[src/rtl/alu_issue_fifo.sv]
// ALU issue buffer between decode and the ALU: a small circular FIFO that stores
// operands already resolved from their selects, so the ALU side sees plain data.
package alu_issue_pkg;
    typedef enum logic [6:0] {
        ALU_ADD = 7'd0,
        ALU_SUB = 7'd1,
        ALU_XOR = 7'd2,
        ALU_OR  = 7'd3,
        ALU_AND = 7'd4,
        ALU_SRA = 7'd5,
        ALU_SRL = 7'd6,
        ALU_SLL = 7'd7,
        ALU_LT  = 7'd8,
        ALU_LTU = 7'd9,
        ALU_EQ  = 7'd10,
        ALU_NE  = 7'd11
    } alu_op_e;

    typedef enum logic [1:0] {
        OP_A_REG_A  = 2'd0,
        OP_A_FWD    = 2'd1,
        OP_A_CURRPC = 2'd2,
        OP_A_IMM    = 2'd3
    } op_a_sel_e;

    typedef enum logic {
        OP_B_REG_B = 1'b0,
        OP_B_IMM   = 1'b1
    } op_b_sel_e;

    typedef struct packed {
        alu_op_e     op;
        logic [31:0] a;
        logic [31:0] b;
        logic [4:0]  rd;
    } issue_entry_t;
endpackage

module alu_issue_fifo
    import alu_issue_pkg::*;
#(
    parameter int   DEPTH     = 2,
    parameter logic CHERIoTEn = 1'b1
) (
    input  logic        clk_i,
    input  logic        rst_ni,
    input  logic        flush_i,

    input  logic        dec_valid_i,
    output logic        dec_ready_o,
    input  alu_op_e     alu_operator_i,
    input  op_a_sel_e   op_a_sel_i,
    input  op_b_sel_e   op_b_sel_i,
    input  logic [31:0] imm_i,
    input  logic [31:0] rs1_rdata_i,
    input  logic [31:0] rs2_rdata_i,
    input  logic [31:0] pc_i,
    input  logic [4:0]  rd_i,

    output logic        ex_valid_o,
    input  logic        ex_ready_i,
    output alu_op_e     alu_operator_o,
    output logic [31:0] operand_a_o,
    output logic [31:0] operand_b_o,
    output logic [4:0]  rd_o
);

    localparam int PTR_W = $clog2(DEPTH);
    localparam int CNT_W = $clog2(DEPTH + 1);
    localparam logic [PTR_W-1:0] PTR_MAX   = PTR_W'(DEPTH - 1);
    localparam logic [CNT_W-1:0] CNT_DEPTH = CNT_W'(DEPTH);

    issue_entry_t     entries_q [DEPTH];
    issue_entry_t     entries_d [DEPTH];
    logic [PTR_W-1:0] wr_ptr_q, wr_ptr_d;
    logic [PTR_W-1:0] rd_ptr_q, rd_ptr_d;
    logic [CNT_W-1:0] count_q, count_d;

    issue_entry_t new_entry;
    issue_entry_t head;
    logic         push;
    logic         pop;

    // Decode-stage parameter carried for interface symmetry only.
    logic unused_cheriot;
    assign unused_cheriot = CHERIoTEn;

    // Handshake readiness depends on stored occupancy only.
    assign dec_ready_o = (count_q < CNT_DEPTH);
    assign ex_valid_o  = (count_q != '0);
    assign push        = dec_valid_i & dec_ready_o;
    assign pop         = ex_valid_o & ex_ready_i;

    always_comb begin
        new_entry    = '0;
        new_entry.op = alu_operator_i;
        new_entry.rd = rd_i;
        case (op_a_sel_i)
            OP_A_REG_A:  new_entry.a = rs1_rdata_i;
            OP_A_CURRPC: new_entry.a = pc_i;
            default:     new_entry.a = '0;
        endcase
        if (op_b_sel_i == OP_B_REG_B) begin
            new_entry.b = rs2_rdata_i;
        end else begin
            new_entry.b = imm_i;
        end
    end

    always_comb begin
        entries_d = entries_q;
        wr_ptr_d  = wr_ptr_q;
        rd_ptr_d  = rd_ptr_q;
        count_d   = count_q;
        if (flush_i) begin
            wr_ptr_d = '0;
            rd_ptr_d = '0;
            count_d  = '0;
        end else begin
            if (push) begin
                entries_d[wr_ptr_q] = new_entry;
                wr_ptr_d = (wr_ptr_q == PTR_MAX) ? '0 : wr_ptr_q + PTR_W'(1);
            end
            if (pop) begin
                rd_ptr_d = (rd_ptr_q == PTR_MAX) ? '0 : rd_ptr_q + PTR_W'(1);
            end
            case ({push, pop})
                2'b10:   count_d = count_q + CNT_W'(1);
                2'b01:   count_d = count_q - CNT_W'(1);
                default: count_d = count_q;
            endcase
        end
    end

    always_ff @(posedge clk_i or negedge rst_ni) begin
        if (!rst_ni) begin
            for (int i = 0; i < DEPTH; i++) begin
                entries_q[i] <= '0;
            end
            wr_ptr_q <= '0;
            rd_ptr_q <= '0;
            count_q  <= '0;
        end else begin
            entries_q <= entries_d;
            wr_ptr_q  <= wr_ptr_d;
            rd_ptr_q  <= rd_ptr_d;
            count_q   <= count_d;
        end
    end

    // Empty buffer presents an all-zero payload rather than stale storage.
    assign head           = ex_valid_o ? entries_q[rd_ptr_q] : '0;
    assign alu_operator_o = head.op;
    assign operand_a_o    = head.a;
    assign operand_b_o    = head.b;
    assign rd_o           = head.rd;

endmodule

[config.mk]
export PLATFORM = sky130hd
export DESIGN_NAME = alu_issue_fifo
export DESIGN_NICKNAME = d
export VERILOG_FILES = /design/src/rtl/alu_issue_fifo.sv
export SDC_FILE = /design/constraint.sdc
export NUM_CORES = 1
export LEC_CHECK = 0
export BUFFER_PORTS_ARGS = -buffer_cell sky130_fd_sc_hd__buf_4
export CORE_AREA = 3 3 156 158
export CTS_BUF_LIST = sky130_fd_sc_hd__clkbuf_8
export CTS_CLUSTER_DIAMETER = 120
export DETAILED_ROUTE_END_ITERATION = 7
export DIE_AREA = 0 0 159 161
export GPL_TIMING_DRIVEN = 1
export PLACE_DENSITY = 0.54
export SLEW_MARGIN = 10
export SYNTH_ARGS = -nofsm -noshare
export SYNTH_HDL_FRONTEND = slang
export SYNTH_SLANG_ARGS = --single-unit
[constraint.sdc]
create_clock -name clk_i -period 3.32 [get_ports clk_i]
set_input_delay 0.664 -clock clk_i [delete_from_list [all_inputs] [get_ports clk_i]]
set_output_delay 0.664 -clock clk_i [all_outputs]
set_load 0.01 [all_outputs]
After elaboration in Yosys (flattened, before gate mapping)
Index checks and enable logic that the tools add are counted.
W data, S select, Z words.
- logic and storage cells: 51
- input port bits: 148
- output and inout bits: 78
- register bits: 156
- equal/unequal tests: 3
- muxes and demuxes: 17
- add/sub/neg operators: 4
- reduce and logical (&&, ||, !) cells: 7
- order comparisons: 4
- bitwise operators: 5
- operator list (kind ; count):
    $mux W76 ; 5
    $bwmux W152 ; 1
    $demux W76 S1 ; 1
    $pmux W32 S2 ; 1
    $mux W32 ; 1
    $mux W1 ; 6
    $reduce_bool A2 Y1 ; 3
    $eq A2 B2 Y1 const B ; 2
    $ge A2 B2 Y1 const B ; 2
    $not A1 Y2 ; 2
    $pmux W2 S2 ; 1
    $reduce_bool A3 Y1 ; 1
    $add A1 B1 Y1 const B ; 2
    $add A2 B1 Y2 const B ; 1
    $and A1 B1 Y1 ; 2
    $eq A2 B1 Y1 const B ; 1
    $logic_not A2 Y1 ; 1
    $lt A2 B1 Y1 const B ; 1
    $lt A2 B2 Y1 const B ; 1
    $mux W2 ; 1
    $reduce_and A2 Y1 ; 1
    $sub A2 B1 Y2 const B ; 1
    $logic_and A1 B1 Y1 ; 1
    $not A1 Y1 ; 1

Logic depth before layout (Yosys ltp)
- depth after elaboration: 6
- mapped depth: 5
- mapped depth without buffers: 3

Least setup slack after synthesis
OpenSTA, ideal clock, no wires.
- kind: reg2out
- start point: reg rd_ptr_q
- end point: out operand_a_o[10]
- required time: 2.656 ns
- arrival: 1.174 ns
- stages on the path, launching flop included: 6
- setup slack: 1.482 ns
- cells stage by stage: dfrtp_1 clkbuf_1 buf_2 buf_4 mux2i_1 nor2_1
- longest elaborated chain between the ends: 5
- RTL lines (what ; line ; RTL):
    from (decl) ; 76 ; logic [PTR_W-1:0] rd_ptr_q, rd_ptr_d;
    from (signal assigned) ; 146 ; rd_ptr_q <= rd_ptr_d;
    $not A1 Y2 (implied by the code) ; 152 ; assign head = ex_valid_o ? entries_q[rd_ptr_q] : '0;
    $mux W76 (implied by the code) (3 in series) ; 152 ;
    $mux W76 ; 152 ;
    to (decl) ; 63 ; output logic [31:0] operand_a_o,
No other way between the ends. The select of a mux whose other input is x is not followed.

Final worst setup path
- start point: reg rd_ptr_q
- end point: out operand_b_o[23]
- longest elaborated chain between the ends: 5
- RTL lines (what ; line ; RTL):
    $not A1 Y2 (implied by the code) ; 152 ;
    $mux W76 (implied by the code) (3 in series) ; 152 ;
    $mux W76 ; 152 ;
    to (decl) ; 64 ; output logic [31:0] operand_b_o,
No other way between the ends. The select of a mux whose other input is x is not followed.

==> summary.txt <==
Cell internal pwr -> 3.95 mW
Slew at the pin closest to its max-slew limit -> 0.584 ns
Number of rows in the core area -> 56
Antenna violations before repair -> 1
Share of layout cells above drive strength 1 -> 40.3%
Fraction of synthesis flops using an asynchronous set or reset pin -> 100%
Clock power frac -> 26.7%
Worst path max stage delay -> 0.73 ns
Setup TNS -> 0 ns
Number of slew-limit violations in the final report -> 0
Post-synth top area cell -> sky130_fd_sc_hd__dfrtp_1
First-pass GRT wire length -> 31500 um
Crit. End Element -> primary output
Synthesized netlist cell count -> 692
RePlAce Congestion -> 0.687
Number of flops mapped to enable cells by yosys -> 0
Library cell used as clock root buffer -> sky130_fd_sc_hd__clkbuf_8
Power per cell area -> 542 mW/mm^2
Sequential-to-total area share from yosys stat -> 48.7%
Via count of the first global-routing pass -> 6022
Number of clock sinks -> 156
Final clock period utilization by the worst path -> 79.5%
Standard cell with the maximum stage delay on the critical path -> sky130_fd_sc_hd__dfrtp_4
Path category of the worst min-delay check -> in2async
Switching Fraction -> 29.0%
Critical path start-end classification -> reg2out
Worst reg-to-reg setup slack -> 1.39 ns
Final Non-Filler Cells -> 1227
Synthesized flop and latch total -> 156
Highest clock rate -> 379 MHz
Total via count after detailed routing -> 5653
Number of failing hold endpoints at the final stage -> 0
Num CTS Buffers -> 17
Normalized max-slew margin -> 61.1%
Crit Path Max Fanout -> 33
CP Launch Type -> flop
Power dissipated by switching net loads -> 1.62 mW
Clock skew -> 0.0133 ns
X dimension of the die -> 159 um
Dpl hpwl -> 12600 um
Final Routed Wirelength -> 19000 um
Resized cells post-CTS -> 0
Sequential cell area -> 0.00391 mm^2
Unique cell type count in the Yosys netlist -> 24
Diode count -> 0
FF-to-FF path depth -> 5
Post-synthesis area per instance -> 11.6 um^2
Destination of the worst register-to-register timing path -> entries_q[109]
Maximum number of pins on one net before global-route repair -> 78
Number of buffers added for setup after CTS -> 0
Final Net Count -> 1043
Overall Global Routing Usage -> 15.0%
CORE AREA -> 0.0233 mm^2
Filler cell count in the final layout -> 2303
DRC violation count after routing -> 0
Static Leak -> 4.79 nW
Top FF cell, synth -> sky130_fd_sc_hd__dfrtp_1
Footprint of the multi-input gates -> 0.00370 mm^2
Fin util -> 44.2%
IO Pins -> 226
Unrepaired setup endpoints after global routing -> false
Peak supply drop -> 237 uV
# placed instances -> 1195
Clock transition at path regs -> 0.09 ns
Number of vias per cell -> 4.61
Initial cell density of the core -> 34.5%
Overall die height -> 161 um
Required time at the endpoint of the critical path -> 2.66 ns
Sequential Power Share -> 47.4%
Run status -> finished clean
Final critical-path setup slack -> 0.682 ns
Sum of internal, switching and leakage power -> 5.57 mW
Maximum number of buffers from clock root to sink -> 2
Net count of the mapped netlist -> 840
Synth Cell Area -> 0.00802 mm^2
Setup violation total in the final timing report -> 0
CTS H-Tree Depth -> 4
Global-route congestion overflow total -> 0
Cell-by-cell trace of the critical path -> buf_12, mux2i_1, nor2_1, buf_4
Minimum setup slack after placement -> 1.11 ns
Min Clock Period, post-route -> 2.64 ns
Most frequent cell after synthesis -> sky130_fd_sc_hd__nor2_1
Most instantiated cells after synthesis -> 176 x sky130_fd_sc_hd__nor2_1, 156 x sky130_fd_sc_hd__dfrtp_1, 140 x sky130_fd_sc_hd__mux2i_1
Die area -> 0.0256 mm^2
Number of hold-repair buffers added at the cts stage -> 0
Wire length per cell after detailed routing -> 15.5 um
Combinational Power Share -> 25.9%
Data arrival time of the worst path -> 1.97 ns
Number of max-cap violations -> 0
Length of the first detailed-routing pass in iterations -> 4
Post-route ant nets -> 0
TritonCTS clock tree -> yes
Yosys top cell area share -> 48.7%
Main area contributors after synthesis -> sky130_fd_sc_hd__dfrtp_1 49%, sky130_fd_sc_hd__mux2i_1 17%, sky130_fd_sc_hd__nor2_1 8.2%
Area growth from synthesis to final layout -> 28.0%
Reg-to-reg critical path startpoint -> count_q[1]
Count of warnings emitted by yosys -> 0
Clock latency at the later pin of the worst-skew pair -> 0.44 ns
Input/output buffers -> 225
Initial DRC Count -> 194
[per-layer routing]
| layer | GRT usage [%] | up-vias | routed length, um |
|---|---|---|---|
| li1 | - | 2771 | - |
| met1 | 19.9 | 2694 | 8870 |
| met2 | 23.8 | 172 | 8550 |
| met3 | 5.08 | 14 | 1400 |
| met4 | 3.82 | 2 | 182 |
| met5 | 0 | - | 13 |
[how the worst max path moves through the flow]
stage	from	to	slack, ns	depth (start not counted)
2_1_floorplan	rd_ptr_q	operand_a_o[10]	1.48	5
3_3_place_gp	rd_ptr_q	operand_b_o[28]	1.13	4
3_5_place_dp	flush_i	entries_q[110]	1.11	6
4_1_cts	rd_ptr_q	operand_b_o[23]	0.62	4
5_1_grt	rd_ptr_q	operand_b_o[18]	0.53	4
6_report	rd_ptr_q	operand_b_o[23]	0.68	4
[sequential cells by signal, indices dropped and copies added (netlist names)]
| name | flops |
|---|---|
| count_q | 2 |
| wr_ptr_q | 1 |
| rd_ptr_q | 1 |
| entries_q | 152 |
[cell usage in the layout, fill, tap and decap left out, types with 2 or more instances in the layout]
cell / count
sky130_fd_sc_hd__a21oi_2: 10
sky130_fd_sc_hd__clkbuf_8: 17
sky130_fd_sc_hd__buf_4: 229
sky130_fd_sc_hd__inv_1: 6
sky130_fd_sc_hd__nor2_1: 175
sky130_fd_sc_hd__clkinvlp_4: 3
sky130_fd_sc_hd__dfrtp_1: 155
sky130_fd_sc_hd__a21oi_1: 55
sky130_fd_sc_hd__buf_12: 6
sky130_fd_sc_hd__o21ai_0: 2
sky130_fd_sc_hd__mux2_4: 43
sky130_fd_sc_hd__mux2i_1: 140
sky130_fd_sc_hd__bufinv_16: 3
sky130_fd_sc_hd__inv_6: 4
sky130_fd_sc_hd__mux2_2: 44
sky130_fd_sc_hd__xor2_1: 2
[power by group through the flow]
stage | clock network (mW) | logic, mW | registers (mW)
finish | 1.48 | 1.44 | 2.64
global route | 1.63 | 1.61 | 2.71
CTS | 1.55 | 1.47 | 2.65
detailed placement | 0 | 1.47 | 2.68
global placement | 0 | 1.45 | 2.68
floorplan | 0 | 1.02 | 2.60
[logic make-up after synthesis]
family	after synthesis	share of synthesized area, %
buffers and inverters	55	5.52
DFF	156	48.7
muxes	228	31.8
xor gates and xnor gates	3	0.328
AOI/OAI and AO/OA	68	4.76
and+or+nand+nor	182	8.91
[layout make-up]
cell class,instances,area share [%]
clock inverter,15,1.68
timing repair buffer,236,18.0
inverter,3,0.110
tap,319,3.89
multi-input combinational,481,36.0
sequential,156,38.0
clock buffer,17,2.28
[per-stage QoR]
stage / hold WS [ns] / instance area [um^2]
4_1_cts: 0.174 / 10300
2_1_floorplan: 0.368 / 8020
3_5_place_dp: 0.476 / 9860
5_1_grt: 0.199 / 10300
3_3_place_gp: 0.468 / 9860
6_report: 0.175 / 10300
[worst max-delay path, delay by kind of cell, from the launching register on]
| family | cells | cell delay [ns] |
|---|---|---|
| AND/OR/NAND/NOR | 1 | 0.06 |
| flip-flops | 1 | 0.73 |
| buffers and inverters | 2 | 0.48 |
| multiplexers | 1 | 0.24 |
Power figures use the tool's default switching activity.
